--- src/rtl/chess_timer_pkg.sv ---
// ---------------------------------------------------------------------------
// chess_timer_pkg
// Constants shared by the chess-timer front end.
//   BTN_ENABLE/BTN_RESET/BTN_SET/BTN_ADD : bit positions of the buttons in
//                                          the btn_* vectors
//   N_BTN_DEFAULT, N_SW                  : channel counts
//   *_DEFAULT                            : default debounce/repeat timing,
//                                          in clk cycles
//   cnt_width()                          : width of a counter that must
//                                          hold the value n
// ---------------------------------------------------------------------------
package chess_timer_pkg;

    localparam int BTN_ENABLE = 0;
    localparam int BTN_RESET  = 1;
    localparam int BTN_SET    = 2;
    localparam int BTN_ADD    = 3;

    localparam int N_BTN_DEFAULT = 4;
    localparam int N_SW          = 2;

    localparam int DEBOUNCE_CYCLES_DEFAULT = 500000;
    localparam int REPEAT_DELAY_DEFAULT    = 50000000;
    localparam int REPEAT_PERIOD_DEFAULT   = 10000000;

    // Only the add button auto-repeats by default.
    localparam logic [N_BTN_DEFAULT-1:0] REPEAT_MASK_DEFAULT =
        N_BTN_DEFAULT'(1) << BTN_ADD;

    // Width of a counter able to hold the value n (at least 1 bit).
    function automatic int cnt_width(input int n);
        return (n < 1) ? 1 : $clog2(n + 1);
    endfunction

endpackage

--- src/rtl/debounce_ch.sv ---
// ---------------------------------------------------------------------------
// debounce_ch
// One conditioned input channel: two-flop synchronizer, stability counter,
// debounced level, rising-edge press pulse and, when the build defines
// BTN_AUTOREPEAT_EN, an optional auto-repeat timer.
//
// Ports
//   clk    in   system clock, rising edge
//   reset  in   synchronous, active-high
//   raw    in   asynchronous raw level
//   level  out  debounced level
//   press  out  one-cycle pulse per accepted press (and per repeat);
//               tied low when PRESS_EN is 0
//
// Timing: a stable raw change shows up on level 2+DEBOUNCE_CYCLES edges
// after the first edge that samples it (2 synchronizer edges, then the
// counter needs DEBOUNCE_CYCLES edges of disagreement). press rises on the
// same edge that level goes 0->1.
//
// Macro BTN_AUTOREPEAT_EN: adds REPEAT_EN/REPEAT_DELAY/REPEAT_PERIOD
// parameters and the repeat timer. Without it no repeat logic exists.
// ---------------------------------------------------------------------------
module debounce_ch
    import chess_timer_pkg::*;
#(
    parameter int DEBOUNCE_CYCLES = DEBOUNCE_CYCLES_DEFAULT,
    parameter bit PRESS_EN        = 1'b1
`ifdef BTN_AUTOREPEAT_EN
    ,
    parameter bit REPEAT_EN       = 1'b0,
    parameter int REPEAT_DELAY    = REPEAT_DELAY_DEFAULT,
    parameter int REPEAT_PERIOD   = REPEAT_PERIOD_DEFAULT
`endif
) (
    input  logic clk,
    input  logic reset,
    input  logic raw,
    output logic level,
    output logic press
);

    localparam int CW = cnt_width(DEBOUNCE_CYCLES);
    // The edge that would bring the counter to DEBOUNCE_CYCLES toggles the
    // level instead, so the counter itself never exceeds DEBOUNCE_CYCLES-1.
    localparam logic [CW-1:0] CNT_LAST = CW'(DEBOUNCE_CYCLES - 1);

    logic          sync1;
    logic          sync2;
    logic [CW-1:0] cnt;
    logic          level_q;
    logic          press_q;

    logic          differ;
    logic          accept;
    logic          rise;
    logic          fall;
    logic          rep_fire;

    assign differ = (sync2 != level_q);
    assign accept = differ && (cnt == CNT_LAST);
    assign rise   = accept && !level_q;
    assign fall   = accept && level_q;

    always_ff @(posedge clk) begin
        if (reset) begin
            sync1   <= 1'b0;
            sync2   <= 1'b0;
            cnt     <= '0;
            level_q <= 1'b0;
            press_q <= 1'b0;
        end else begin
            sync1   <= raw;
            sync2   <= sync1;
            // Any agreement (glitch ended) or an accepted change restarts
            // the stability count from zero.
            if (!differ || accept) begin
                cnt <= '0;
            end else begin
                cnt <= cnt + 1'b1;
            end
            if (accept) begin
                level_q <= ~level_q;
            end
            press_q <= PRESS_EN && (rise || rep_fire);
        end
    end

`ifdef BTN_AUTOREPEAT_EN
    if (REPEAT_EN && PRESS_EN) begin : g_repeat
        localparam int RMAX = (REPEAT_DELAY > REPEAT_PERIOD) ? REPEAT_DELAY
                                                             : REPEAT_PERIOD;
        localparam int RW   = cnt_width(RMAX);

        logic [RW-1:0] rcnt;
        logic          periodic;  // 0: waiting out the initial delay
        logic [RW-1:0] rlast;
        logic          hold;

        // hold: level is high now and stays high across this edge. The
        // timer starts counting on the edge after the initial press pulse.
        assign hold     = level_q && !fall;
        assign rlast    = periodic ? RW'(REPEAT_PERIOD - 1)
                                   : RW'(REPEAT_DELAY - 1);
        assign rep_fire = hold && (rcnt == rlast);

        always_ff @(posedge clk) begin
            if (reset || !hold) begin
                rcnt     <= '0;
                periodic <= 1'b0;
            end else if (rep_fire) begin
                rcnt     <= '0;
                periodic <= 1'b1;
            end else begin
                rcnt     <= rcnt + 1'b1;
            end
        end
    end else begin : g_no_repeat
        assign rep_fire = 1'b0;
    end
`else
    assign rep_fire = 1'b0;
`endif

    assign level = level_q;
    assign press = press_q;

endmodule

--- src/rtl/btn_conditioner.sv ---
// ---------------------------------------------------------------------------
// btn_conditioner
// Synchronizes and debounces the chess-timer push buttons and player
// switches; produces debounced levels and one-cycle press pulses.
//
// Ports
//   clk        in   system clock, rising edge
//   reset      in   synchronous, active-high
//   btn_raw    in   [N_BTN] raw buttons (enable, reset, set, add)
//   sw_raw     in   [2]     raw player switches (bit0 p1, bit1 p2)
//   btn_level  out  [N_BTN] debounced button levels
//   btn_press  out  [N_BTN] one-cycle press pulses (and repeats)
//   sw_level   out  [2]     debounced switch levels (no pulses)
//
// Macro BTN_AUTOREPEAT_EN: buttons selected by REPEAT_MASK emit repeat
// pulses while held. Undefined: one pulse per press, REPEAT_* unused.
// ---------------------------------------------------------------------------
module btn_conditioner
    import chess_timer_pkg::*;
#(
    parameter int               N_BTN           = N_BTN_DEFAULT,
    parameter int               DEBOUNCE_CYCLES = DEBOUNCE_CYCLES_DEFAULT,
    parameter int               REPEAT_DELAY    = REPEAT_DELAY_DEFAULT,
    parameter int               REPEAT_PERIOD   = REPEAT_PERIOD_DEFAULT,
    parameter logic [N_BTN-1:0] REPEAT_MASK     = N_BTN'(REPEAT_MASK_DEFAULT)
) (
    input  logic             clk,
    input  logic             reset,
    input  logic [N_BTN-1:0] btn_raw,
    input  logic [1:0]       sw_raw,
    output logic [N_BTN-1:0] btn_level,
    output logic [N_BTN-1:0] btn_press,
    output logic [1:0]       sw_level
);

    logic [1:0] sw_press_unused;

    for (genvar i = 0; i < N_BTN; i++) begin : g_btn
        debounce_ch #(
            .DEBOUNCE_CYCLES (DEBOUNCE_CYCLES),
            .PRESS_EN        (1'b1)
`ifdef BTN_AUTOREPEAT_EN
            ,
            .REPEAT_EN       (REPEAT_MASK[i]),
            .REPEAT_DELAY    (REPEAT_DELAY),
            .REPEAT_PERIOD   (REPEAT_PERIOD)
`endif
        ) u_ch (
            .clk   (clk),
            .reset (reset),
            .raw   (btn_raw[i]),
            .level (btn_level[i]),
            .press (btn_press[i])
        );
    end

    for (genvar j = 0; j < N_SW; j++) begin : g_sw
        debounce_ch #(
            .DEBOUNCE_CYCLES (DEBOUNCE_CYCLES),
            .PRESS_EN        (1'b0)
        ) u_ch (
            .clk   (clk),
            .reset (reset),
            .raw   (sw_raw[j]),
            .level (sw_level[j]),
            .press (sw_press_unused[j])
        );
    end

`ifndef BTN_AUTOREPEAT_EN
    // Repeat configuration has no effect in this build.
    logic unused_repeat_cfg;
    assign unused_repeat_cfg = (^REPEAT_MASK) ^ (REPEAT_DELAY > 0)
                               ^ (REPEAT_PERIOD > 0);
`endif

endmodule

--- config.mk ---
export PLATFORM = sky130hd
export DESIGN_NAME = btn_conditioner
export DESIGN_NICKNAME = d
export VERILOG_FILES = /design/src/rtl/chess_timer_pkg.sv /design/src/rtl/debounce_ch.sv /design/src/rtl/btn_conditioner.sv
export SDC_FILE = /design/constraint.sdc
export NUM_CORES = 1
export LEC_CHECK = 0
export BUFFER_PORTS_ARGS = -buffer_cell sky130_fd_sc_hd__buf_2
export CAP_MARGIN = 20
export CORE_MARGIN = 4
export CORE_UTILIZATION = 58
export CTS_BUF_LIST = sky130_fd_sc_hd__clkbuf_4 sky130_fd_sc_hd__clkbuf_8
export CTS_CLUSTER_DIAMETER = 50
export DETAILED_ROUTE_END_ITERATION = 10
export PLACE_DENSITY = 0.78
export RECOVER_POWER = 100
export SLEW_MARGIN = 20
export SYNTH_ARGS = -nofsm -noshare
export SYNTH_HDL_FRONTEND = slang
export SYNTH_SLANG_ARGS = --single-unit
export TNS_END_PERCENT = 10
--- constraint.sdc ---
create_clock -name clk -period 2 [get_ports clk]
set_input_delay 0.1 -clock clk [delete_from_list [all_inputs] [get_ports clk]]
set_output_delay 0.1 -clock clk [all_outputs]
set_load 0.03 [all_outputs]
==> results.toml, run 1 <==
[outcome]
status = "finished clean"

[floorplan]
design.portCount = 18
rows = 36
die_y_microns = 109
coreArea_sq_um = 9910
die_w_microns = 109
start_util_pct = 60.1
dieArea_sq_um = 12000

[global_routing]
grt_max_degree = 20
first_global_vias = 4604
grt_usage_pct = 21.0
antenna_found_initial = 0
grt-ovfl-total = 0
grt_pass1_wl_mm = 20.2

[sta]
setup-violations-final = 0
finalCritPeriodShare_pct = 99.2
finalHoldViolations = 0
finalSetupTns_ps = 0
drv_slew = 0
rsz0062_at_grt = "yes"
relSlewSlack_pct = 56.3
worst_pin_slew_ps = 649
max_freq_mhz = 504
clock_skew_ps = 10.6
fin_crit_ps = 1980

[cells_and_area]
n_antenna_cell = 0
drive_gt1_share_pct = 11.2
stdcell_area_sq_um = 6760
final_nets = 736
area_growth_pct = 13.4

[setup_path]
crit_family = "simple AND/OR/NAND/NOR gates"
cpPeakStageDelay_ps = 530
worstPathCellList = "or4b_1, or4_4, or2_2, and3_1"
crit_buf_inv = 0
critPathLaunchType = "flip-flop"
path_class = "reg -> reg"
worst-path-max-fanout = 4
crit_slowest_cell = "or4_4"
worstSetupEndpointType = "flip-flop"
worstPathRequired_ps = 2320
arrival_ps = 2310

[route]
routedWlPerCell_microns = 13.5
vias = 4907
routed_wl_mm = 11.7
via_per_inst = 5.66
first_pass_iters = 5
drc = 0
ant_nets = 0
drtIter0Drc = 382

[clock_tree]
numCtsBuffers = 17
cts_setup_buffers = 0
insertion_delay_ps = 430
path_clk_slew_ps = 80
cts_tree = "yes"
cts_root_buffer = "clkbuf_8"
numClockSinks = 136
cts_buffer_depth = 2
htreeDepth = 4

[pwr]
fin_total_pwr_uw = 5240
pwr-share-seq_pct = 52.2
irDropWorstVdd_uv = 750
swShare_pct = 20.4
leakagePower_uw = 0.00204
comb_power_share_pct = 1.4
p_sw_uw = 1070
power.internal_uw = 4170
pwr_density_cell_nw_per_um2 = 774
clkPwrFrac_pct = 46.4

[synthesis]
synth_cell_types = 42
synth_compound_area_share_pct = 5.37
yosys_warnings = 0
yosysSeqAreaShare_pct = 45.7
syn_inst = 677
ys_ff_latch = 136
async_flop_share_pct = 0
synth_fa_ha_area_share_pct = 1.26
synth_top_family_by_area = "simple AND/OR/NAND/NOR gates"
synth_area_sq_um = 5960
synth-xor-area-share_pct = 13.1
avgSynthCellArea_sq_um = 8.80
synth-edff-count = 0
synthesis.nets = 691
ys_dominant_reg_cell = "dfxtp_1"
synth_simple_gate_area_share_pct = 30.4
synthMuxAreaShare_pct = 0.336

[placement]
post_dp_cell_area_sq_um = 6290
port_buffers = 17
hpwl_mm = 8.15
gp_congestion = 0.847

[worst_hold_path]
hold_path_class = "in -> reg"

[flow_run]
cap_viol_max_count = 0
kinds of logic after synthesis:
| logic type | Yosys count |
|---|---|
| compound gates | 53 |
| xor+xnor | 89 |
| mux | 2 |
| flops | 136 |
| simple gates | 344 |
| fa+ha+maj | 6 |
| buf+inv | 47 |
path summary, 6_finish.rpt:
| kind | start | end | slack (ps) | cells past startpoint |
|---|---|---|---|---|
| setup / recovery | g_btn[3].u_ch.cnt[7] | g_btn[3].u_ch.cnt[1] | 20 | 4 |
| hold / removal | reset | g_btn[0].u_ch.level | 90 | 2 |
| setup reg to reg | g_btn[3].u_ch.cnt[7] | g_btn[3].u_ch.cnt[1] | 20 | 4 |
| hold reg to reg | g_sw[0].u_ch.sync1 | g_sw[0].u_ch.sync2 | 440 | 1 |
cell usage in the layout, fill, tap and decap left out, types with 4 or more instances in the layout:
| cell type | instances |
|---|---|
| clkbuf_8 | 19 |
| o31ai_1 | 5 |
| nor3_1 | 19 |
| or3_1 | 15 |
| inv_1 | 20 |
| buf_4 | 21 |
| xor2_1 | 31 |
| clkbuf_1 | 13 |
| nand3_1 | 42 |
| ha_1 | 6 |
| or2_2 | 6 |
| buf_2 | 8 |
| nor2b_1 | 14 |
| dlygate4sd3_1 | 6 |
| nand2_1 | 31 |
| bufinv_16 | 4 |
| nand4_1 | 36 |
| nor4_1 | 22 |
| dfxtp_1 | 135 |
| nor2_1 | 107 |
| nor4b_1 | 6 |
| xnor2_1 | 58 |
| or4_1 | 9 |
| o21ai_0 | 16 |
| and3_1 | 12 |
| and4_1 | 6 |
| a21oi_1 | 22 |
registers in the layout (all words and copies together) (netlist names):
name              flops
g_sw.u_ch.level       2
g_btn.u_ch.press      4
g_btn.u_ch.cnt       76
g_btn.u_ch.level      4
g_sw.u_ch.sync1       2
g_sw.u_ch.cnt        38
g_btn.u_ch.sync2      4
g_btn.u_ch.sync1      4
g_sw.u_ch.sync2       2
power groups by stage:
| stage | sequential (uW) | combinational [uW] | clock (uW) |
|---|---|---|---|
| after floorplan | 2790 | 42.6 | 0 |
| after global placement | 2790 | 63.9 | 0 |
| after detailed placement | 2790 | 67.1 | 0 |
| after CTS | 2730 | 76.2 | 2480 |
| after global routing | 2730 | 82.7 | 2620 |
| final | 2730 | 73.1 | 2430 |
Yosys cell counts (4+ instances only):
master	n	area (sq um)
buf_4	13	97.6
nand3_1	42	210
inv_1	20	75.1
xor2_1	31	272
and4_1	6	52.6
o21ai_0	15	75.1
or2_2	6	37.5
ha_1	6	75.1
and3_1	12	75.1
a21oi_1	22	110
clkbuf_1	11	41.3
nor2_1	107	402
nor2b_1	14	87.6
nor4b_1	6	52.6
nand4_1	36	225
or3_1	15	93.8
xnor2_1	58	508
nor4_1	23	144
dfxtp_1	136	2720
nor3_1	20	100
o31ai_1	4	30.0
or4_1	9	67.6
nand2_1	31	116
stage by stage:
step	util, %	instances	setup WS, ps	hold WS [ps]
after floorplan	-	677	21.7	228
after global placement	63.5	830	96.0	306
after detailed placement	63.5	830	35.9	319
after CTS	68.5	867	22.6	69.3
after global routing	68.2	867	-31.7	84.6
final	68.2	867	16.5	91.5
cell type report:
| cell class | instances | area, sq um |
|---|---|---|
| repair buffers | 53 | 340 |
| clock buffers | 19 | 262 |
| fillers | 803 | 3150 |
| well taps | 133 | 166 |
| flip-flops and latches | 136 | 2720 |
| clock inverters | 12 | 175 |
| multi-input cells | 494 | 3020 |
| inverters | 20 | 75.1 |
what timing repair did:
item / 4_1_cts / 5_1_grt
endpoints found under the setup margin: 0 / 34
hold buffers: 6 / 0
resized for setup: 0 / 4
endpoints found under the hold margin: 6 / 0
layer usage:
layer | routed length (microns) | part of all wire (%) | track usage (%) | vias to the layer above
li1 | - | - | - | 2466
met1 | 5400 | 46 | 25.8 | 2327
met2 | 5610 | 48 | 34.7 | 94
met3 | 525 | 4.5 | 7.40 | 20
met4 | 132 | 1.1 | 6.41 | 0
met5 | 0 | 0 | 0 | -
Note: power is estimated with default switching activity, not from simulation.
==> run 2: changes to the inputs <==
--- a/config.mk
+++ b/config.mk
@@ -7,12 +7,14 @@
 export LEC_CHECK = 0
 export BUFFER_PORTS_ARGS = -buffer_cell sky130_fd_sc_hd__buf_2
 export CAP_MARGIN = 20
+export CELL_PAD_IN_SITES_DETAIL_PLACEMENT = 1
+export CELL_PAD_IN_SITES_GLOBAL_PLACEMENT = 2
 export CORE_MARGIN = 4
-export CORE_UTILIZATION = 58
+export CORE_UTILIZATION = 36
 export CTS_BUF_LIST = sky130_fd_sc_hd__clkbuf_4 sky130_fd_sc_hd__clkbuf_8
 export CTS_CLUSTER_DIAMETER = 50
 export DETAILED_ROUTE_END_ITERATION = 10
-export PLACE_DENSITY = 0.78
+export PLACE_DENSITY_LB_ADDON = 0.1
 export RECOVER_POWER = 100
 export SLEW_MARGIN = 20
 export SYNTH_ARGS = -nofsm -noshare
==> run 2 against run 1 <==
Against the previous run:
- sequential share of layout area down 1.3 points
- sequential power about the same
- sequential cell count unchanged
- via count down 0.57%
- critical endpoint is now g_btn[3].u_ch.level
==> results.toml, run 2 (same netlist as run 1, synthesis figures left out) <==
[setup_path]
critical_path.startpoint = "g_btn[3].u_ch.cnt[7]"
worstPathCellList = "or4b_1, or4_4, or3_4, a21oi_2"
worstPathRequired_ps = 2380
crit_buf_inv = 0
cpPeakStageDelay_ps = 540
path_class = "reg -> reg"
crit_slowest_cell = "or4_4"
crit_family = "simple AND/OR/NAND/NOR gates"
critPathLaunchType = "flip-flop"
r2r-start = "g_btn[3].u_ch.cnt[7]"
worst-path-max-fanout = 4
worstSetupEndpointType = "flip-flop"
arrival_ps = 2350

[cells_and_area]
top_regs = "g_btn.u_ch.cnt: 76 flops, g_sw.u_ch.cnt: 38 flops"
drive_gt1_share_pct = 13.1
area_growth_pct = 17.1
n_antenna_cell = 0
instances_no_fill = 964
seqCellArea_sq_um = 2720
top_register = "g_btn.u_ch.cnt"
fill_cells = 1865
multi_input_area_sq_um = 3020
largest_reg_flops = 76
final_nets = 749
layout.cells.most_common_list = "dfxtp_1 (135), nor2_1 (107), xnor2_1 (58)"
final_common_cell = "dfxtp_1"

[route]
drtIter0Drc = 186
routed_wl_mm = 13.7
via_per_inst = 5.06
ant_nets = 0
vias = 4879
first_pass_iters = 4
routedWlPerCell_microns = 14.2
drc = 0

[floorplan]
dieArea_sq_um = 18700
die_y_microns = 137
coreArea_sq_um = 16100
die_w_microns = 137
start_util_pct = 37.1
design.portCount = 18
rows = 46

[sta]
finalSetupTns_ps = 0
setup-violations-final = 0
clock_skew_ps = 15.1
max_freq_mhz = 507
drv_slew = 0
relSlewSlack_pct = 25.1
fin_crit_ps = 1970
rsz0062_at_grt = "yes"
finalCritPeriodShare_pct = 98.5
finalHoldViolations = 0
worst_pin_slew_ps = 1120

[placement]
port_buffers = 17
gp_congestion = 0.805
dp.cells = 926
hpwl_mm = 9.98

[global_routing]
antenna_found_initial = 0
grt_usage_pct = 15.8
grt-ovfl-total = 0
grt_max_degree = 25
first_global_vias = 5143
grt_pass1_wl_mm = 24.0

[clock_tree]
cts_setup_buffers = 0
numCtsBuffers = 17
cts_tree = "yes"
htreeDepth = 4
cts_root_buffer = "clkbuf_8"
numClockSinks = 136
insertion_delay_ps = 440
cts_buffer_depth = 2
path_clk_slew_ps = 80

[worst_hold_path]
hold_path_class = "in -> reg"
worstHoldStart = "reset"

[flow_run]
cap_viol_max_count = 0

[pwr]
leakagePower_uw = 0.00211
pwr_density_cell_nw_per_um2 = 758
irDropWorstVdd_uv = 405

[outcome]
status = "finished clean"
[run 2: metrics by stage]
| step | util [%] | cell area (sq um) | worst slack (ps) | hold WS (ps) | power [uW] |
|---|---|---|---|---|---|
| after floorplan | - | 5960 | 21.7 | 228 | 2830 |
| after detailed placement | 40.5 | 6500 | 8.59 | 320 | 2860 |
| after global placement | 40.5 | 6500 | 100 | 312 | 2860 |
| final | 43.4 | 6980 | 29.1 | 364 | 5290 |
| after CTS | 43.6 | 7000 | 9.17 | 94.0 | 5390 |
| after global routing | 43.4 | 6980 | -21.2 | 396 | 5510 |
[run 2: path summary, 6_finish.rpt]
check                        end  cells past startpoint  slack (ps)
min          g_btn[2].u_ch.sync2                      2         360
min reg2reg  g_btn[3].u_ch.sync2                      1         440
max reg2reg  g_btn[3].u_ch.level                      4          30
max          g_btn[3].u_ch.level                      4          30
[run 2: per-layer routing]
layer / share of wire, % / GRT usage [%]
met5: 0 / 0
met4: 1.3 / 5.54
met3: 2.8 / 3.86
met2: 47 / 25.8
met1: 49 / 20.4
[run 2: area by class of cell]
| class | instances | share of cell area [%] |
|---|---|---|
| tap | 216 | 3.87 |
| clock buffer | 20 | 3.77 |
| sequential | 136 | 39.0 |
| clock inverter | 12 | 2.51 |
| inverter | 20 | 1.08 |
| multi-input combinational | 494 | 43.3 |
| timing repair buffer | 66 | 6.40 |
[run 2: repair_timing]
action / in CTS / in global routing
resized for setup: 2 / 3
endpoints found under the hold margin: 6 / 0
endpoints found under the setup margin: 2 / 2
hold buffers: 6 / 0
[run 2: power by group]
group / internal [uW] / switching, uW / total [uW] / leakage, uW
Combinational: 32.6 / 41.8 / 74.4 / 0.000795
Clock: 1410 / 1070 / 2480 / 0.000216
Sequential: 2720 / 9.18 / 2730 / 0.00110
Total: 4170 / 1120 / 5290 / 0.00211
[run 2: worst reg2reg max path, cell delays in order (launching register included)]
cell and delay (ps):
dfxtp_2 320, or4b_1 520, or4_4 540, or3_4 390, a21oi_2 140
